===== src/rtl/pc_sequencer_if.sv =====
// Bundles the sequencer's memory, datapath, PC and status signals.
// master = sequencer side, slave = surrounding system (PC, imem, datapath).
interface pc_sequencer_if #(
   parameter int ADDR_W  = 11,
   parameter int INSTR_W = 32
);
   logic               mem_req;
   logic               mem_ack;
   logic [INSTR_W-1:0] mem_data;
   logic               zero_flag;
   logic               exec_start;
   logic               exec_done;
   logic [INSTR_W-1:0] instr;
   logic [1:0]         pc_flag;
   logic [ADDR_W-1:0]  NEnd_linha;
   logic [ADDR_W-1:0]  NEnd_coluna;
   logic               halted;
   logic               fault;
   logic               resume;
   logic [15:0]        instr_count;

   modport master (
      output mem_req, exec_start, instr, pc_flag, NEnd_linha, NEnd_coluna,
             halted, fault, instr_count,
      input  mem_ack, mem_data, zero_flag, exec_done, resume
   );

   modport slave (
      input  mem_req, exec_start, instr, pc_flag, NEnd_linha, NEnd_coluna,
             halted, fault, instr_count,
      output mem_ack, mem_data, zero_flag, exec_done, resume
   );
endinterface


===== src/rtl/pc_sequencer.sv =====
// PC sequencing FSM: fetch over req/ack, decode, optional datapath execute,
// then exactly one PC advance/jump per retired instruction.
module pc_sequencer #(
   parameter int ADDR_W  = 11,
   parameter int INSTR_W = 32,
   parameter int TIMEOUT = 255
) (
   input  logic           clock,
   input  logic           resetCPU,
   pc_sequencer_if.master bus
);
   localparam int TW = $clog2(TIMEOUT + 1);

   localparam logic [3:0] OP_NOP = 4'b0000;
   localparam logic [3:0] OP_JMP = 4'b0001;
   localparam logic [3:0] OP_JZ  = 4'b0010;
   localparam logic [3:0] OP_HLT = 4'b1111;

   localparam logic [1:0] PC_ADV  = 2'b00;
   localparam logic [1:0] PC_JMP  = 2'b01;
   localparam logic [1:0] PC_HOLD = 2'b10;

   typedef enum logic [2:0] {S_FETCH, S_DECODE, S_EXEC, S_UPDATE, S_HALT} state_t;

   state_t             state_q;
   logic               mem_req_q, exec_start_q, halted_q, fault_q;
   logic [INSTR_W-1:0] instr_q;
   logic [1:0]         pc_flag_q;
   logic [ADDR_W-1:0]  row_q, col_q;
   logic [15:0]        cnt_q;
   logic [TW-1:0]      timer_q;

   logic [3:0]        opcode;
   logic [ADDR_W-1:0] tgt_row, tgt_col;
   assign opcode  = instr_q[INSTR_W-1 -: 4];
   assign tgt_row = instr_q[2*ADDR_W-1:ADDR_W];
   assign tgt_col = instr_q[ADDR_W-1:0];

   // Outputs are set from the next state, so pc_flag only leaves HOLD
   // in the single cycle spent in UPDATE.
   always_ff @(posedge clock or posedge resetCPU) begin
      if (resetCPU) begin
         state_q      <= S_FETCH;
         mem_req_q    <= 1'b0;
         exec_start_q <= 1'b0;
         halted_q     <= 1'b0;
         fault_q      <= 1'b0;
         instr_q      <= '0;
         pc_flag_q    <= PC_HOLD;
         row_q        <= '0;
         col_q        <= '0;
         cnt_q        <= '0;
         timer_q      <= '0;
      end else begin
         mem_req_q    <= 1'b0;
         exec_start_q <= 1'b0;
         pc_flag_q    <= PC_HOLD;
         case (state_q)
            S_FETCH: begin
               if (bus.mem_ack) begin
                  instr_q <= bus.mem_data;
                  timer_q <= '0;
                  state_q <= S_DECODE;
               end else if (timer_q == TW'(TIMEOUT - 1)) begin
                  timer_q  <= '0;
                  fault_q  <= 1'b1;
                  halted_q <= 1'b1;
                  state_q  <= S_HALT;
               end else begin
                  timer_q   <= timer_q + 1'b1;
                  mem_req_q <= 1'b1;
               end
            end
            S_DECODE: begin
               if (opcode == OP_JMP || (opcode == OP_JZ && bus.zero_flag)) begin
                  row_q     <= tgt_row;
                  col_q     <= tgt_col;
                  pc_flag_q <= PC_JMP;
                  state_q   <= S_UPDATE;
               end else if (opcode == OP_JZ || opcode == OP_NOP) begin
                  pc_flag_q <= PC_ADV;
                  state_q   <= S_UPDATE;
               end else if (opcode == OP_HLT) begin
                  halted_q <= 1'b1;
                  state_q  <= S_HALT;
               end else begin
                  exec_start_q <= 1'b1;
                  state_q      <= S_EXEC;
               end
            end
            S_EXEC: begin
               // exec_start_q marks the first EXEC cycle; done there is ignored.
               if (bus.exec_done && !exec_start_q) begin
                  pc_flag_q <= PC_ADV;
                  state_q   <= S_UPDATE;
               end
            end
            S_UPDATE: begin
               if (cnt_q != 16'hFFFF) cnt_q <= cnt_q + 16'd1;
               mem_req_q <= 1'b1;
               state_q   <= S_FETCH;
            end
            S_HALT: begin
               if (bus.resume && !fault_q) begin
                  halted_q  <= 1'b0;
                  pc_flag_q <= PC_ADV;
                  state_q   <= S_UPDATE;
               end
            end
            default: state_q <= S_FETCH;
         endcase
      end
   end

   assign bus.mem_req     = mem_req_q;
   assign bus.exec_start  = exec_start_q;
   assign bus.instr       = instr_q;
   assign bus.pc_flag     = pc_flag_q;
   assign bus.NEnd_linha  = row_q;
   assign bus.NEnd_coluna = col_q;
   assign bus.halted      = halted_q;
   assign bus.fault       = fault_q;
   assign bus.instr_count = cnt_q;
endmodule


===== src/flat_wrapper.sv =====
// flat-port wrapper written by rule: the top's interface ports become plain ports
module pc_sequencer_flat 
#(
   parameter int ADDR_W  = 11,
   parameter int INSTR_W = 32,
   parameter int TIMEOUT = 255
)
  (clock, resetCPU, bus_mem_req, bus_exec_start, bus_instr, bus_pc_flag, bus_NEnd_linha, bus_NEnd_coluna, bus_halted, bus_fault, bus_instr_count, bus_mem_ack, bus_mem_data, bus_zero_flag, bus_exec_done, bus_resume);
  pc_sequencer_if #(.ADDR_W(ADDR_W), .INSTR_W(INSTR_W)) bus_i ();
  input  logic clock;
  input  logic resetCPU;
  output wire logic [$bits(bus_i.mem_req)-1:0] bus_mem_req;
  output wire logic [$bits(bus_i.exec_start)-1:0] bus_exec_start;
  output wire logic [$bits(bus_i.instr)-1:0] bus_instr;
  output wire logic [$bits(bus_i.pc_flag)-1:0] bus_pc_flag;
  output wire logic [$bits(bus_i.NEnd_linha)-1:0] bus_NEnd_linha;
  output wire logic [$bits(bus_i.NEnd_coluna)-1:0] bus_NEnd_coluna;
  output wire logic [$bits(bus_i.halted)-1:0] bus_halted;
  output wire logic [$bits(bus_i.fault)-1:0] bus_fault;
  output wire logic [$bits(bus_i.instr_count)-1:0] bus_instr_count;
  input wire logic [$bits(bus_i.mem_ack)-1:0] bus_mem_ack;
  input wire logic [$bits(bus_i.mem_data)-1:0] bus_mem_data;
  input wire logic [$bits(bus_i.zero_flag)-1:0] bus_zero_flag;
  input wire logic [$bits(bus_i.exec_done)-1:0] bus_exec_done;
  input wire logic [$bits(bus_i.resume)-1:0] bus_resume;
  assign bus_mem_req = bus_i.mem_req;
  assign bus_exec_start = bus_i.exec_start;
  assign bus_instr = bus_i.instr;
  assign bus_pc_flag = bus_i.pc_flag;
  assign bus_NEnd_linha = bus_i.NEnd_linha;
  assign bus_NEnd_coluna = bus_i.NEnd_coluna;
  assign bus_halted = bus_i.halted;
  assign bus_fault = bus_i.fault;
  assign bus_instr_count = bus_i.instr_count;
  assign bus_i.mem_ack = bus_mem_ack;
  assign bus_i.mem_data = bus_mem_data;
  assign bus_i.zero_flag = bus_zero_flag;
  assign bus_i.exec_done = bus_exec_done;
  assign bus_i.resume = bus_resume;
  pc_sequencer #(.ADDR_W(ADDR_W), .INSTR_W(INSTR_W), .TIMEOUT(TIMEOUT)) u_core (.clock(clock), .resetCPU(resetCPU), .bus(bus_i));
endmodule

===== config.mk =====
export PLATFORM = sky130hd
export DESIGN_NAME = pc_sequencer_flat
export DESIGN_NICKNAME = d
export VERILOG_FILES = /design/src/rtl/pc_sequencer_if.sv /design/src/rtl/pc_sequencer.sv /design/src/flat_wrapper.sv
export SDC_FILE = /design/constraint.sdc
export NUM_CORES = 1
export LEC_CHECK = 0
export ABC_AREA = 1
export CORE_MARGIN = 10
export CORE_UTILIZATION = 51
export CTS_CLUSTER_DIAMETER = 120
export DETAILED_ROUTE_END_ITERATION = 10
export DONT_BUFFER_PORTS = 1
export GPL_TIMING_DRIVEN = 0
export HOLD_SLACK_MARGIN = 0.02
export PLACE_DENSITY = 0.66
export RECOVER_POWER = 50
export SYNTH_ARGS = -nofsm -noshare
export SYNTH_HDL_FRONTEND = slang
export SYNTH_SLANG_ARGS = --single-unit

===== constraint.sdc =====
create_clock -name clock -period 4.6 [get_ports clock]
set_input_delay 0.92 -clock clock [delete_from_list [all_inputs] [get_ports clock]]
set_output_delay 0.92 -clock clock [all_outputs]
set_load 0.05 [all_outputs]

==> impl_metrics.env <==
export IMPL_status="finished, violations left"
export IMPL_violations="capacitance limit, slew limit"
export IMPL_avgViaCountPerCell=5.14
export IMPL_drt_iter0_drc=112
export IMPL_die_w_um=108
export IMPL_crit_type="reg -> reg"
export IMPL_syn_area_sq_um=3940
export IMPL_track_usage_pct=16.5
export IMPL_min_path_type="reg -> reg"
export IMPL_grt_pass1_vias=2986
export IMPL_cts_sinks=87
export IMPL_powerDensity_nw_per_um2=307
export IMPL_max_cap_violations=1
export IMPL_setup_viol_count_final=0
export IMPL_initial_utilization_pct=51.8
export IMPL_synth_warning_count=0
export IMPL_post_cts_resized=0
export IMPL_clkSlewWorstSetupHoldPaths_ns=0.09
export IMPL_grt_max_degree=51
export IMPL_finalHoldViolations=0
export IMPL_syn_avg_cell_area_sq_um=8.50
export IMPL_cp_data_arrival_time_ns=2.31
export IMPL_ys_ff_latch=87
export IMPL_wl_per_cell_um=16.1
export IMPL_syn_nets=505
export IMPL_cts_tree="built"
export IMPL_post_cts_buffers=0
export IMPL_io_buffers=0
export IMPL_fp_row_count=32
export IMPL_max_slew_margin_pct=-17.0
export IMPL_nets=517
export IMPL_grt_pass1_wl_mm=15.3
export IMPL_insertion_delay_ns=0.34
export IMPL_fin_crit_ns=2.09
export IMPL_antenna_found_initial=0
export IMPL_fillers=708
export IMPL_ctsHoldBuffers=0
export IMPL_cts_buffers_inserted=9
export IMPL_pin_count=114
export IMPL_dp_cells=567
export IMPL_cts_root_buf="clkbuf_8"
export IMPL_finalWirelength_mm=9.38
export IMPL_drc_errors=0
export IMPL_fin_crit_sh_pct=45.4
export IMPL_synth_distinct_cells=30
export IMPL_cts_max_path_buffers=2
export IMPL_final_cells=582
export IMPL_routabilityCongestion=0.830
export IMPL_final_max_slew_viol_count=38
export IMPL_synth_cells=464
export IMPL_firstDrtPassIters=4
export IMPL_rsz0062_at_grt="false"
export IMPL_peakVddDrop_uv=248
export IMPL_crit_path_end_kind="flip-flop"
export IMPL_ys_seq_area_share_pct=55.3
export IMPL_fmax_ghz=0.479
export IMPL_worstPathMaxFanout=10
export IMPL_drive_gt1_share_pct=6.88
export IMPL_area_growth_synth_to_final_pct=7.81
export IMPL_overflow=0
export IMPL_worst_pin_slew_ns=1.75
export IMPL_die_area_sq_um=11600
export IMPL_leakage_nw=2.18
export IMPL_routed_via_count=2994
export IMPL_htreeDepth=3
export IMPL_diodes=0
export IMPL_fin_util_pct=55.9
export IMPL_worst_ep_required_time_ns=4.83
export IMPL_fp_dieH_um=108
export IMPL_core_sq_um=7610
export IMPL_place_hpwl_mm=7.09
export IMPL_fin_tns_setup_ns=0
export IMPL_finalClockSkew_ns=0.0138
export IMPL_postRouteAntennaNets=0
export IMPL_worst_setup_path_start_kind="flip-flop"
-- cells by family (layout without fill, tap and decap cells) --
logic type,Yosys count,after routing,share of synthesized area [%]
xor gates and xnor gates,14,14,3.11
adders and majority gates,3,3,0.952
buffers and inverters,61,77,7.27
AOI/OAI and AO/OA,66,66,8.82
DFF,87,87,55.3
and+or+nand+nor,233,233,24.6
-- state kept, by name, summed over array words and instances, names as in the netlist --
register / flops
u_core.bus.fault: 1
u_core.bus.instr: 32
u_core.bus.halted: 1
u_core.timer_q: 8
u_core.bus.instr_count: 16
u_core.bus.NEnd_coluna: 11
u_core.bus.pc_flag: 2
u_core.bus.NEnd_linha: 11
u_core.bus.exec_start: 1
u_core.state_q: 3
u_core.bus.mem_req: 1
-- final timing paths --
| path | slack (ns) | from | depth (start not counted) | to |
|---|---|---|---|---|
| worst max register to register | 2.51 | u_core.bus.instr_count[0] | 7 | u_core.bus.instr_count[10] |
| min in group asynchronous | 0.88 | resetCPU | 1 | u_core.bus.instr[14] |
| worst min-delay path | 0.56 | u_core.timer_q[1] | 2 | u_core.timer_q[1] |
| max in group asynchronous | 2.85 | resetCPU | 2 | u_core.timer_q[6] |
| worst max-delay path | 2.51 | u_core.bus.instr_count[0] | 7 | u_core.bus.instr_count[10] |
| worst min register to register | 0.56 | u_core.timer_q[1] | 2 | u_core.timer_q[1] |
-- area by class of cell --
| cell class | count | area [sq um] | area share, % |
|---|---|---|---|
| tap | 102 | 128 | 3.00 |
| clock inverter | 6 | 70.1 | 1.65 |
| sequential | 87 | 2180 | 51.3 |
| multi-input combinational | 316 | 1450 | 34.1 |
| buffer | 13 | 93.8 | 2.21 |
| inverter | 48 | 181 | 4.27 |
| clock buffer | 9 | 124 | 2.91 |
| timing repair buffer | 1 | 27.5 | 0.648 |
-- metrics by stage --
stage	area, sq um	setup slack, ns	total power, mW	hold WS, ns
2_1_floorplan	3940	1.43	0.791	0.503
5_1_grt	4250	2.22	1.36	0.601
6_report	4250	2.51	1.31	0.560
4_1_cts	4290	2.48	1.32	0.468
3_5_place_dp	4100	2.51	0.799	0.547
3_3_place_gp	4070	0.563	0.795	0.531
-- worst max-delay path, stage by stage (launching register included) --
cell	delay [ns]
dfrtp_1	0.73
ha_1	0.37
nand3_2	0.14
nor3_4	0.26
a21oi_2	0.17
buf_6	0.18
nand2_1	0.07
nand2_1	0.05
-- cells in the final DEF, fill, tap and decap left out, drive strengths merged --
cell / count
dfrtp: 86
o211ai: 1
ha: 3
bufinv: 1
nand2: 178
o21ai: 57
nor2: 28
clkinvlp: 4
nor3: 4
clkbuf: 14
inv: 49
dfstp: 1
nand4: 4
xor2: 7
a21o: 1
buf: 9
nand3: 19
xnor2: 7
o22ai: 1
a21oi: 6
-- metal layers --
layer / global-route usage (%) / up-vias / part of all wire (%)
met2: 25.5 / 91 / 47
li1: - / 1471 / -
met5: 0 / - / 0
met3: 8.86 / 6 / 11
met4: 5.73 / 0 / 0.80
met1: 19.2 / 1426 / 41
-- Yosys cell counts --
| library cell | count | share of area, % |
|---|---|---|
| o22ai_1 | 1 | 0.16 |
| nand2_2 | 2 | 0.32 |
| nand2_4 | 1 | 0.29 |
| a21o_4 | 1 | 0.38 |
| buf_4 | 3 | 0.57 |
| nor3_1 | 3 | 0.38 |
| xor2_1 | 7 | 1.6 |
| buf_6 | 4 | 1.1 |
| buf_2 | 4 | 0.51 |
| o21ai_0 | 32 | 4.1 |
| nand4_1 | 4 | 0.63 |
| nand2_1 | 175 | 17 |
| a21oi_1 | 5 | 0.63 |
| dfstp_2 | 1 | 0.67 |
| buf_8 | 1 | 0.38 |
| inv_1 | 45 | 4.3 |
| nand3_2 | 1 | 0.25 |
| ha_1 | 3 | 0.95 |
| o211ai_1 | 1 | 0.19 |
| dfrtp_1 | 86 | 55 |
| xnor2_1 | 7 | 1.6 |
| nor3_4 | 1 | 0.41 |
| nand3_1 | 17 | 2.2 |
| nand3_4 | 1 | 0.44 |
| nor2_1 | 26 | 2.5 |
| nor2_4 | 2 | 0.57 |
| a21oi_2 | 1 | 0.22 |
| o21ai_1 | 25 | 3.2 |
| inv_2 | 3 | 0.29 |
| clkbuf_1 | 1 | 0.095 |
-- power breakdown --
part	switching [mW]	internal (mW)	leakage, nW	total (mW)
combinational	0.0151	0.00283	1.06	0.0180
sequential	0	0.764	1.03	0.764
clock	0.272	0.252	0.0883	0.524
Note: power is estimated with default switching activity, not from simulation.
